**src/rtl/picture_mode_ctrl.sv**
```systemverilog
`default_nettype none
// ============================================================================
// picture_mode_ctrl : frame-synchronous test-pattern mode sequencer
//                     (manual button stepping or automatic dwell cycling)
// Revision 1.0
// ============================================================================
module picture_mode_ctrl #(
  parameter int MaxModes    = 8,
  parameter int ModeWidth   = $clog2(MaxModes),
  parameter int DwellFrames = 60,
  parameter int InitMode    = 0
) (
  input  logic                 clk_i,
  input  logic                 rst_ni,
  input  logic                 enable_i,
  input  logic                 frame_end_i,
  input  logic                 auto_en_i,
  input  logic                 btn_next_i,
  input  logic                 btn_prev_i,
  output logic [ModeWidth-1:0] mode_o,
  output logic                 mode_change_o,
  output logic                 pending_o
);

  localparam int                   CntWidth  = $clog2(DwellFrames + 1);
  localparam logic [CntWidth-1:0]  DwellLast = CntWidth'(DwellFrames - 1);
  localparam logic [ModeWidth-1:0] ModeLast  = ModeWidth'(MaxModes - 1);
  localparam logic [ModeWidth-1:0] ModeInit  = ModeWidth'(InitMode);

  typedef enum logic [1:0] {
    IDLE   = 2'd0,
    MANUAL = 2'd1,
    AUTO   = 2'd2
  } state_t;

  state_t                state;
  state_t                next_state;
  logic                  pend_next;
  logic [CntWidth-1:0]   dwell_cnt;
  logic [CntWidth-1:0]   dwell_base;
  logic                  req_valid;
  logic                  req_next;
  logic                  apply_valid;
  logic                  apply_next;
  logic [ModeWidth-1:0]  mode_inc;
  logic [ModeWidth-1:0]  mode_dec;

  // A fresh request in this cycle beats an older latched one.
  always_comb begin
    next_state = IDLE;
    if (enable_i) begin
      next_state = auto_en_i ? AUTO : MANUAL;
    end
    req_valid   = btn_next_i ^ btn_prev_i;
    req_next    = btn_next_i;
    apply_valid = req_valid | pending_o;
    apply_next  = req_valid ? req_next : pend_next;
    dwell_base  = (state == AUTO) ? dwell_cnt : '0;
    mode_inc    = (mode_o == ModeLast) ? '0 : mode_o + ModeWidth'(1);
    mode_dec    = (mode_o == '0) ? ModeLast : mode_o - ModeWidth'(1);
  end

  always_ff @(posedge clk_i) begin
    if (!rst_ni) begin
      state         <= IDLE;
      mode_o        <= ModeInit;
      mode_change_o <= 1'b0;
      pending_o     <= 1'b0;
      pend_next     <= 1'b0;
      dwell_cnt     <= '0;
    end else begin
      state         <= next_state;
      mode_change_o <= 1'b0;
      case (next_state)
        IDLE: begin
          pending_o <= 1'b0;
          pend_next <= 1'b0;
          dwell_cnt <= '0;
        end
        default: begin
          dwell_cnt <= '0;
          if (frame_end_i) begin
            if (apply_valid) begin
              mode_o        <= apply_next ? mode_inc : mode_dec;
              mode_change_o <= 1'b1;
              pending_o     <= 1'b0;
            end else if (next_state == AUTO) begin
              if (dwell_base == DwellLast) begin
                mode_o        <= mode_inc;
                mode_change_o <= 1'b1;
              end else begin
                dwell_cnt <= dwell_base + CntWidth'(1);
              end
            end
          end else begin
            if (req_valid) begin
              pending_o <= 1'b1;
              pend_next <= req_next;
            end
            if (next_state == AUTO) begin
              dwell_cnt <= dwell_base;
            end
          end
        end
      endcase
    end
  end

endmodule
`default_nettype wire

```
**config.mk**
```make
export PLATFORM = sky130hd
export DESIGN_NAME = picture_mode_ctrl
export DESIGN_NICKNAME = d
export VERILOG_FILES = /design/src/rtl/picture_mode_ctrl.sv
export SDC_FILE = /design/constraint.sdc
export NUM_CORES = 1
export LEC_CHECK = 0
export CAP_MARGIN = 20
export CORE_UTILIZATION = 40
export CTS_CLUSTER_SIZE = 28
export DETAILED_ROUTE_END_ITERATION = 7
export PLACE_DENSITY_LB_ADDON = 0.08
export SLEW_MARGIN = 20
export SYNTH_ARGS = -nofsm -noshare
export SYNTH_HDL_FRONTEND = slang
export SYNTH_SLANG_ARGS = --single-unit
```
**constraint.sdc**
```tcl
create_clock -name clk_i -period 5.14 [get_ports clk_i]
set_clock_uncertainty 0.2 [all_clocks]
set_input_delay 1.028 -clock clk_i [delete_from_list [all_inputs] [get_ports clk_i]]
set_output_delay 1.028 -clock clk_i [all_outputs]
set_load 0.01 [all_outputs]
```
# --- After elaboration in Yosys (flattened, before gate mapping) ---
# Index checks and enable logic that the tools add are counted.
word_totals:
  regBits: 14
classes:
  addsub: 3
  eq_ne: 5
  mux: 21
  bitwise: 5
  n_reduce_logical: 9
ops:
  columns: ["operator", "n"]
  rows:
  - ["$mux W6", 6]
  - ["$mux W3", 6]
  - ["$mux W1", 7]
  - ["$add A6 B1 Y6 const B", 1]
  - ["$eq A6 B6 Y1 const B", 1]
  - ["$reduce_bool A2 Y1", 3]
  - ["$eq A2 B2 Y1 const B", 2]
  - ["$mux W2", 2]
  - ["$reduce_and A4 Y1", 1]
  - ["$add A3 B1 Y3 const B", 1]
  - ["$eq A3 B3 Y1 const B", 1]
  - ["$logic_not A3 Y1", 1]
  - ["$not A1 Y1", 3]
  - ["$reduce_or A3 Y1", 1]
  - ["$sub A3 B1 Y3 const B", 1]
  - ["$logic_not A2 Y1", 1]
  - ["$ne A2 B1 Y1 const B", 1]
  - ["$reduce_and A2 Y1", 1]
  - ["$reduce_or A2 Y1", 1]
  - ["$or A1 B1 Y1", 1]
  - ["$xor A1 B1 Y1", 1]

# --- Logic depth before layout (Yosys ltp) ---
# Gate-level depths: netlist (run 1).
logic_depth:
  ltp_word: 7
  depth_mapped: 7
  ltp_nobuf: 7

# --- Least setup slack after synthesis (run 1) ---
# Ideal clock, no wire load.
synth_path:
  path_kind: "input port to flip-flop"
  start: "input btn_prev_i"
  end: "register dwell_cnt[5]"
  arrival_time_ps: 2017
  t_required_ps: 4866
  path_slack_ps: 2849
  cell_stages: 4
  path_buffers: 0
  cell_sequence: "xor2_1 > or2_0 > or4_1 > a31oi_1"
synth_via:
  elab_chain_len: 4
synth_rtl:
  columns: ["element", "line", "text"]
  rows:
  - ["start: declaration", "19", "input logic btn_prev_i,"]
  - ["$xor A1 B1 Y1", "54", "req_valid = btn_next_i ^ btn_prev_i;"]
  - ["$or A1 B1 Y1", "56", "apply_valid = req_valid | pending_o;"]
  - ["$mux W6", "83", "if (apply_valid) begin"]
  - ["$mux W6", "82", "if (frame_end_i) begin"]
  - ["end signal: assignment", "92", "dwell_cnt <= dwell_base + CntWidth'(1);"]
  - ["end signal: assignment", "101", "dwell_cnt <= dwell_base;"]
  - ["end: declaration", "39", "logic [CntWidth-1:0] dwell_cnt;"]
# No other way between the ends.
# A chain may end at the register's enable or synchronous reset.

# --- Worst setup path after layout (run 1) ---
# Ends and elaborated chain as after synthesis.

==> flow_summary_export.csv, run 1 <==
group,metric,value,unit
outcome,status,"finished, final reports clean",
clock_network,clkSinkCount,14,
logic_synthesis,avgSynthCellArea,8.29,um^2
finish,fillers,197,
place,dp_hpwl,1320,um
routing,via_per_inst,5.42,
finish,final_cell_mix,"dfxtp_1 (14), clkdlybuf4s50_1 (11), nor2_1 (9), nand2_1 (8), inv_1 (7)",
timing,tns,0,ns
setup_path,rrSetupSlack,2.84,ns
clock_network,numCtsBuffers,3,
global_routing,grt_first_pass_wirelength,2680,um
hold_path,min_path_type,"register to register",
setup_path,crit_path_max_fanout,6,
place,gp_congestion,0.847,
finish,multiInputGateArea,507,um^2
finish,final_cells,139,
clock_network,root_buffer,"clkbuf_4",
setup_path,path_class,"input pin to register",
place,portBuffers,11,
setup_path,max_stage_delay,0.50,ns
finish,area_delta_synth_final,21.0,%
job,max-cap-violations,0,
finish,layout_commonest_cell,"dfxtp_1",
logic_synthesis,ys_warn_count,0,
logic_synthesis,synth_edf_count,0,
timing,fin_crit,2.60,ns
timing,finalSetupViolations,0,
clock_network,clk_pin_slew,0.09,ns
logic_synthesis,ys.flop_type,"dfxtp_1",
timing,slew_headroom,0.692,
timing,slew_viol_final,0,
global_routing,grt_max_degree,12,
power_and_ir_drop,max-vdd-ir-drop,0.000101,V
place,placed_cells_incl_taps,135,
floorplan,dieArea,2240,um^2
finish,seqCellArea,280,um^2
global_routing,antenna_found_initial,0,
clock_network,cts_hold_buf,0,
finish,nets,125,
routing,ant_nets,0,
floorplan,dieHeight,47.3,um
clock_network,clkLatencyLatePin,0.28,ns
routing,drcViolationCount,0,
setup_path,r2r-start,"state[1]$_SDFF_PN0_",
floorplan,fp.dieW,47.3,um
setup_path,slowest_stage,"or4_1",
setup_path,ff2ff_path_depth,7,
clock_network,clockBufferDepth,2,
routing,dr.first_iter.drc_count,19,
global_routing,grt_usage,0.176,
setup_path,cp_data_required_time,5.16,ns
timing,post-route-period-util,0.506,
floorplan,rows,16,
logic_synthesis,ys_types,36,
logic_synthesis,synthSimpleGateAreaFrac,0.288,
timing,worst_slew_pin_slew,0.460,ns
routing,wl,1740,um
floorplan,io_pins,12,
power_and_ir_drop,finalPower,234,uW
logic_synthesis,syn_inst,99,
logic_synthesis,syn_area,821,um^2
setup_path,cp_data_arrival_time,2.62,ns
routing,dr.pass1.iters,4,
power_and_ir_drop,power.leakage,0.000396,uW
logic_synthesis,ys_seq_elements,14,
global_routing,grt_pass1_vias,617,
power_and_ir_drop,p_per_area,235,nW/um^2
setup_path,cp_cell_sequence,"clkdlybuf4s50_1 -> xor2_1 -> or2_0 -> or4_1 -> a31oi_1",
setup_path,r2r-end,"mode_o[2]$_SDFFE_PN0P_",
routing,vias,753,
setup_path,end_kind,"register",
clock_network,htree_levels,1,
setup_path,crit_start,"btn_prev_i",
setup_path,crit_end,"dwell_cnt[5]$_SDFF_PP0_",
logic_synthesis,synth_xor_area_frac,0.0427,
logic_synthesis,async_flop_share,0,
finish,n_antenna_cell,0,
logic_synthesis,synth_top_family_by_area,"simple AND/OR/NAND/NOR gates",
logic_synthesis,synth_compound_area_frac,0.186,
timing,fmax,384,MHz
clock_network,cts_setup_buffers,0,
clock_network,cts_resized,0,
logic_synthesis,synthMuxAreaShare,0.0244,
clock_network,cts_tree,"done",
logic_synthesis,syn-num-nets,111,
global_routing,grt_overflow,0,
routing,post_drt_wl_per_cell,12.5,um
logic_synthesis,ys_seq_area_frac,0.341,
logic_synthesis,synthAdderAreaFrac,0.0762,
floorplan,core_area,1940,um^2
setup_path,startpoint_type,"input pin",
timing,hold_viol,0,
floorplan,start_util,0.423,
finish,drive_above_1_share,0.0536,
timing,grt_setup_unrepaired,"no",
-- sequential cells by signal, summed over array words and instances, names as in the netlist --
signal,flops
mode_change_o,1
dwell_cnt,6
pending_o,1
state,2
mode_o,3
pend_next,1
-- layout make-up --
cell class / instances / share of cell area
Timing Repair Buffer: 11 / 0.111
Sequential cell: 14 / 0.282
Inverter: 7 / 0.0264
Multi-Input combinational cell: 76 / 0.510
Clock buffer: 4 / 0.0365
Tap cell: 27 / 0.0340
-- Yosys cell counts (all sizes together), types with 2 or more instances --
cell type  instances  share of area
dfxtp             14           0.34
inv                7          0.032
o21ai              3          0.018
mux2i              2          0.024
and2               4          0.030
xor2               3          0.032
ha                 5          0.076
nor2               9          0.041
nand4              4          0.030
nand2b             2          0.015
and3               3          0.023
nand2              8          0.037
a211oi             3          0.027
o211ai             2          0.018
nand3              3          0.018
a21oi              5          0.030
clkbuf             2         0.0091
nor3               2          0.012
-- critical path: cells and delay by family --
family / cells / cell delay, ns
simple gates: 2 / 0.71
buf+inv: 1 / 0.49
xor+xnor: 1 / 0.23
compound gates: 1 / 0.16
-- per-layer routing --
| layer | track usage | wire (um) | vias up |
|---|---|---|---|
| met5 | 0 | 0 | - |
| met4 | 0.103 | 37 | 0 |
| met3 | 0.0346 | 91 | 5 |
| met2 | 0.238 | 721 | 21 |
| met1 | 0.253 | 891 | 339 |
| li1 | - | - | 388 |
-- how the worst min path moves through the flow --
| stage | start | end | slack (ns) | depth (start not counted) |
|---|---|---|---|---|
| detailed placement | pend_next$_SDFFE_PP0N_ | pend_next$_SDFFE_PP0N_ | 0.28 | 2 |
| global route | pend_next$_SDFFE_PP0N_ | pend_next$_SDFFE_PP0N_ | 0.34 | 2 |
| finish | pend_next$_SDFFE_PP0N_ | pend_next$_SDFFE_PP0N_ | 0.29 | 2 |
| CTS | pend_next$_SDFFE_PP0N_ | pend_next$_SDFFE_PP0N_ | 0.29 | 2 |
| floorplan | pend_next$_SDFFE_PP0N_ | pend_next$_SDFFE_PP0N_ | 0.26 | 2 |
| global placement | pend_next$_SDFFE_PP0N_ | pend_next$_SDFFE_PP0N_ | 0.28 | 2 |
-- stage by stage --
stage | utilization | hold WS [ns] | instance area (um^2) | setup slack (ns)
floorplan | - | 0.258 | 821 | 2.85
global placement | 0.493 | 0.282 | 957 | 2.29
detailed placement | 0.493 | 0.279 | 957 | 2.23
CTS | 0.512 | 0.294 | 993 | 2.54
global route | 0.512 | 0.335 | 993 | 2.41
finish | 0.512 | 0.293 | 993 | 2.54
-- power breakdown --
part | switching, uW | internal [uW]
clock | 38.0 | 43.1
sequential | 3.17 | 111
combinational | 19.7 | 18.5
total | 60.9 | 173
-- cells by family after synthesis --
logic type | Yosys count
xor gates and xnor gates | 4
and+or+nand+nor | 43
muxes | 2
DFF | 14
adders and majority gates | 5
buffers and inverters | 9
AOI/OAI and AO/OA | 22
Note: power is estimated with default switching activity, not from simulation.
==> run 2: changes to the inputs <==
==> constraint.sdc (replaced) <==
create_clock -name clk_i -period 2.4 [get_ports clk_i]
set_clock_uncertainty 0.2 [all_clocks]
set_input_delay 0.48 -clock clk_i [delete_from_list [all_inputs] [get_ports clk_i]]
set_output_delay 0.48 -clock clk_i [all_outputs]
set_load 0.01 [all_outputs]
==> flow_summary_export.csv, run 2 (synthesized netlist as in run 1, its figures left out) <==
group,metric,value,unit
power_and_ir_drop,finalPower,507,uW
timing,hold_viol,0,
setup_path,crit_path_max_fanout,4,
timing,finalSetupViolations,0,
routing,via_per_inst,5.21,
finish,top_register,"dwell_cnt",
setup_path,cp_data_required_time,2.40,ns
timing,tns,0,ns
timing,fin_crit,2.15,ns
finish,multiInputGateArea,507,um^2
setup_path,crit_start,"state[1]$_SDFF_PN0_",
timing,slew_viol_final,0,
place,dp_hpwl,1350,um
routing,dr.first_iter.drc_count,18,
setup_path,cp_data_arrival_time,2.15,ns
global_routing,met2_usage,0.236,
power_and_ir_drop,max-vdd-ir-drop,0.000340,V
clock_network,clockBufferDepth,2,
hold_path,min_path_type,"register to register",
clock_network,htree_levels,1,
setup_path,max_stage_delay,0.33,ns
setup_path,path_class,"register to register",
finish,final_cell_mix,"dfxtp_1 (14), clkdlybuf4s50_1 (11), nor2_1 (9), nand2_1 (8), inv_1 (7)",
finish,nets,129,
global_routing,antenna_found_initial,0,
global_routing,grt_pass1_vias,644,
clock_network,numCtsBuffers,3,
clock_network,cts_setup_buffers,0,
outcome,status,"finished, final reports clean",
routing,wl,1690,um
timing,post-route-period-util,0.896,
global_routing,grt_usage,0.180,
timing,grt_setup_unrepaired,"no",
floorplan,io_pins,12,
finish,drive_above_1_share,0.0862,
clock_network,root_buffer,"clkbuf_4",
timing,fmax,465,MHz
clock_network,clk_pin_slew,0.09,ns
routing,dr.pass1.iters,4,
clock_network,cts_hold_buf,0,
clock_network,clkLatencyLatePin,0.28,ns
routing,drcViolationCount,0,
global_routing,use_met1,0.264,
setup_path,end_kind,"register",
clock_network,cts_resized,0,
finish,layout_commonest_cell,"dfxtp_1",
setup_path,worst-path-buf-inv,0,
place,portBuffers,11,
routing,post_drt_wl_per_cell,11.8,um
setup_path,slowest_stage,"dfxtp_1",
setup_path,startpoint_type,"register",
timing,worst_slew_pin_slew,0.301,ns
power_and_ir_drop,power.leakage,0.000416,uW
finish,seqCellArea,280,um^2
routing,ant_nets,0,
setup_path,cp_cell_sequence,"nor2b_1 -> and2_1 -> ha_1 -> and4b_1 -> nand3_1 -> a21bo_2 -> o31ai_1",
finish,fillers,192,
global_routing,grt_max_degree,10,
finish,area_delta_synth_final,24.7,%
clock_network,clkSinkCount,14,
timing,slew_headroom,0.797,
global_routing,top_usage_layer,"met1",
finish,finalInstanceArea,1020,um^2
finish,n_antenna_cell,0,
finish,largest_reg_flops,6,
job,max-cap-violations,0,
place,gp_congestion,0.792,
clock_network,cts_tree,"done",
setup_path,r2r-start,"state[1]$_SDFF_PN0_",
global_routing,grt_first_pass_wirelength,2750,um
floorplan,core_area,1940,um^2
floorplan,dieHeight,47.3,um
finish,largest_registers,"dwell_cnt x6, mode_o x3, state x2",
hold_path,min-delay-start,"pend_next$_SDFFE_PP0N_",
floorplan,fp.dieW,47.3,um
place,post_dp_cell_area,987,um^2
floorplan,rows,16,
setup_path,crit_family,"simple AND/OR/NAND/NOR gates",
power_and_ir_drop,p_per_area,495,nW/um^2
global_routing,grt_overflow,0,
global_routing,grtUsageMet3,0.0692,
routing,vias,745,
floorplan,start_util,0.423,
floorplan,dieArea,2240,um^2
-- run 2: cell types whose count changed in the layout (fill, tap and decap cells not counted), sizes merged --
| cell | change |
|---|---|
| buf | +4 |
-- run 2: worst register-to-register path, stage by stage, from the launching register on --
cell and delay, ns:
dfxtp_1 0.33, nor2b_1 0.23, and2_1 0.20, ha_1 0.23, and4b_1 0.27, nand3_1 0.14
a21bo_2 0.27, o31ai_1 0.21
-- run 2: stage by stage --
stage	hold slack (ns)	util	cells	setup slack (ns)
2_1_floorplan	0.258	-	99	0.445
3_3_place_gp	0.277	0.508	139	0.0956
3_5_place_dp	0.291	0.508	139	0.0631
4_1_cts	0.306	0.527	143	0.265
5_1_grt	0.348	0.527	143	0.0420
6_report	0.303	0.527	143	0.250
-- run 2: layer usage --
metal	part of all wire	wire [um]
met4	0.0059	10
met2	0.40	671
met3	0.068	114
met5	0	0
met1	0.53	891
-- run 2: where the power goes --
group	internal [uW]	switching, uW
clock	92.3	80.6
combinational	44.8	43.5
sequential	239	6.60
total	376	131
-- run 2: path summary, 6_finish.rpt --
kind                             to  slack [ns]  cells after the start
max          mode_o[2]$_SDFFE_PN0P_        0.25                      7
min          pend_next$_SDFFE_PP0N_        0.30                      2
min reg2reg  pend_next$_SDFFE_PP0N_        0.30                      2
max reg2reg  mode_o[2]$_SDFFE_PN0P_        0.25                      7
-- run 2: area by class of cell --
cell class / instances / share of cell area
flip-flops and latches: 14 / 0.274
clock buffers: 4 / 0.0355
multi-input cells: 76 / 0.495
inverters: 7 / 0.0257
well taps: 27 / 0.0330
repair buffers: 15 / 0.137
==> run 3: changes to the inputs <==
--- a/config.mk
+++ b/config.mk
@@ -10,7 +10,7 @@
 export CTS_CLUSTER_SIZE = 28
 export DETAILED_ROUTE_END_ITERATION = 7
 export PLACE_DENSITY_LB_ADDON = 0.08
-export SLEW_MARGIN = 20
+export SLEW_MARGIN = 10
 export SYNTH_ARGS = -nofsm -noshare
 export SYNTH_HDL_FRONTEND = slang
 export SYNTH_SLANG_ARGS = --single-unit
==> results of run 3 <==
Same layout as run 2: the final DEF is identical, and so are final timing and power.
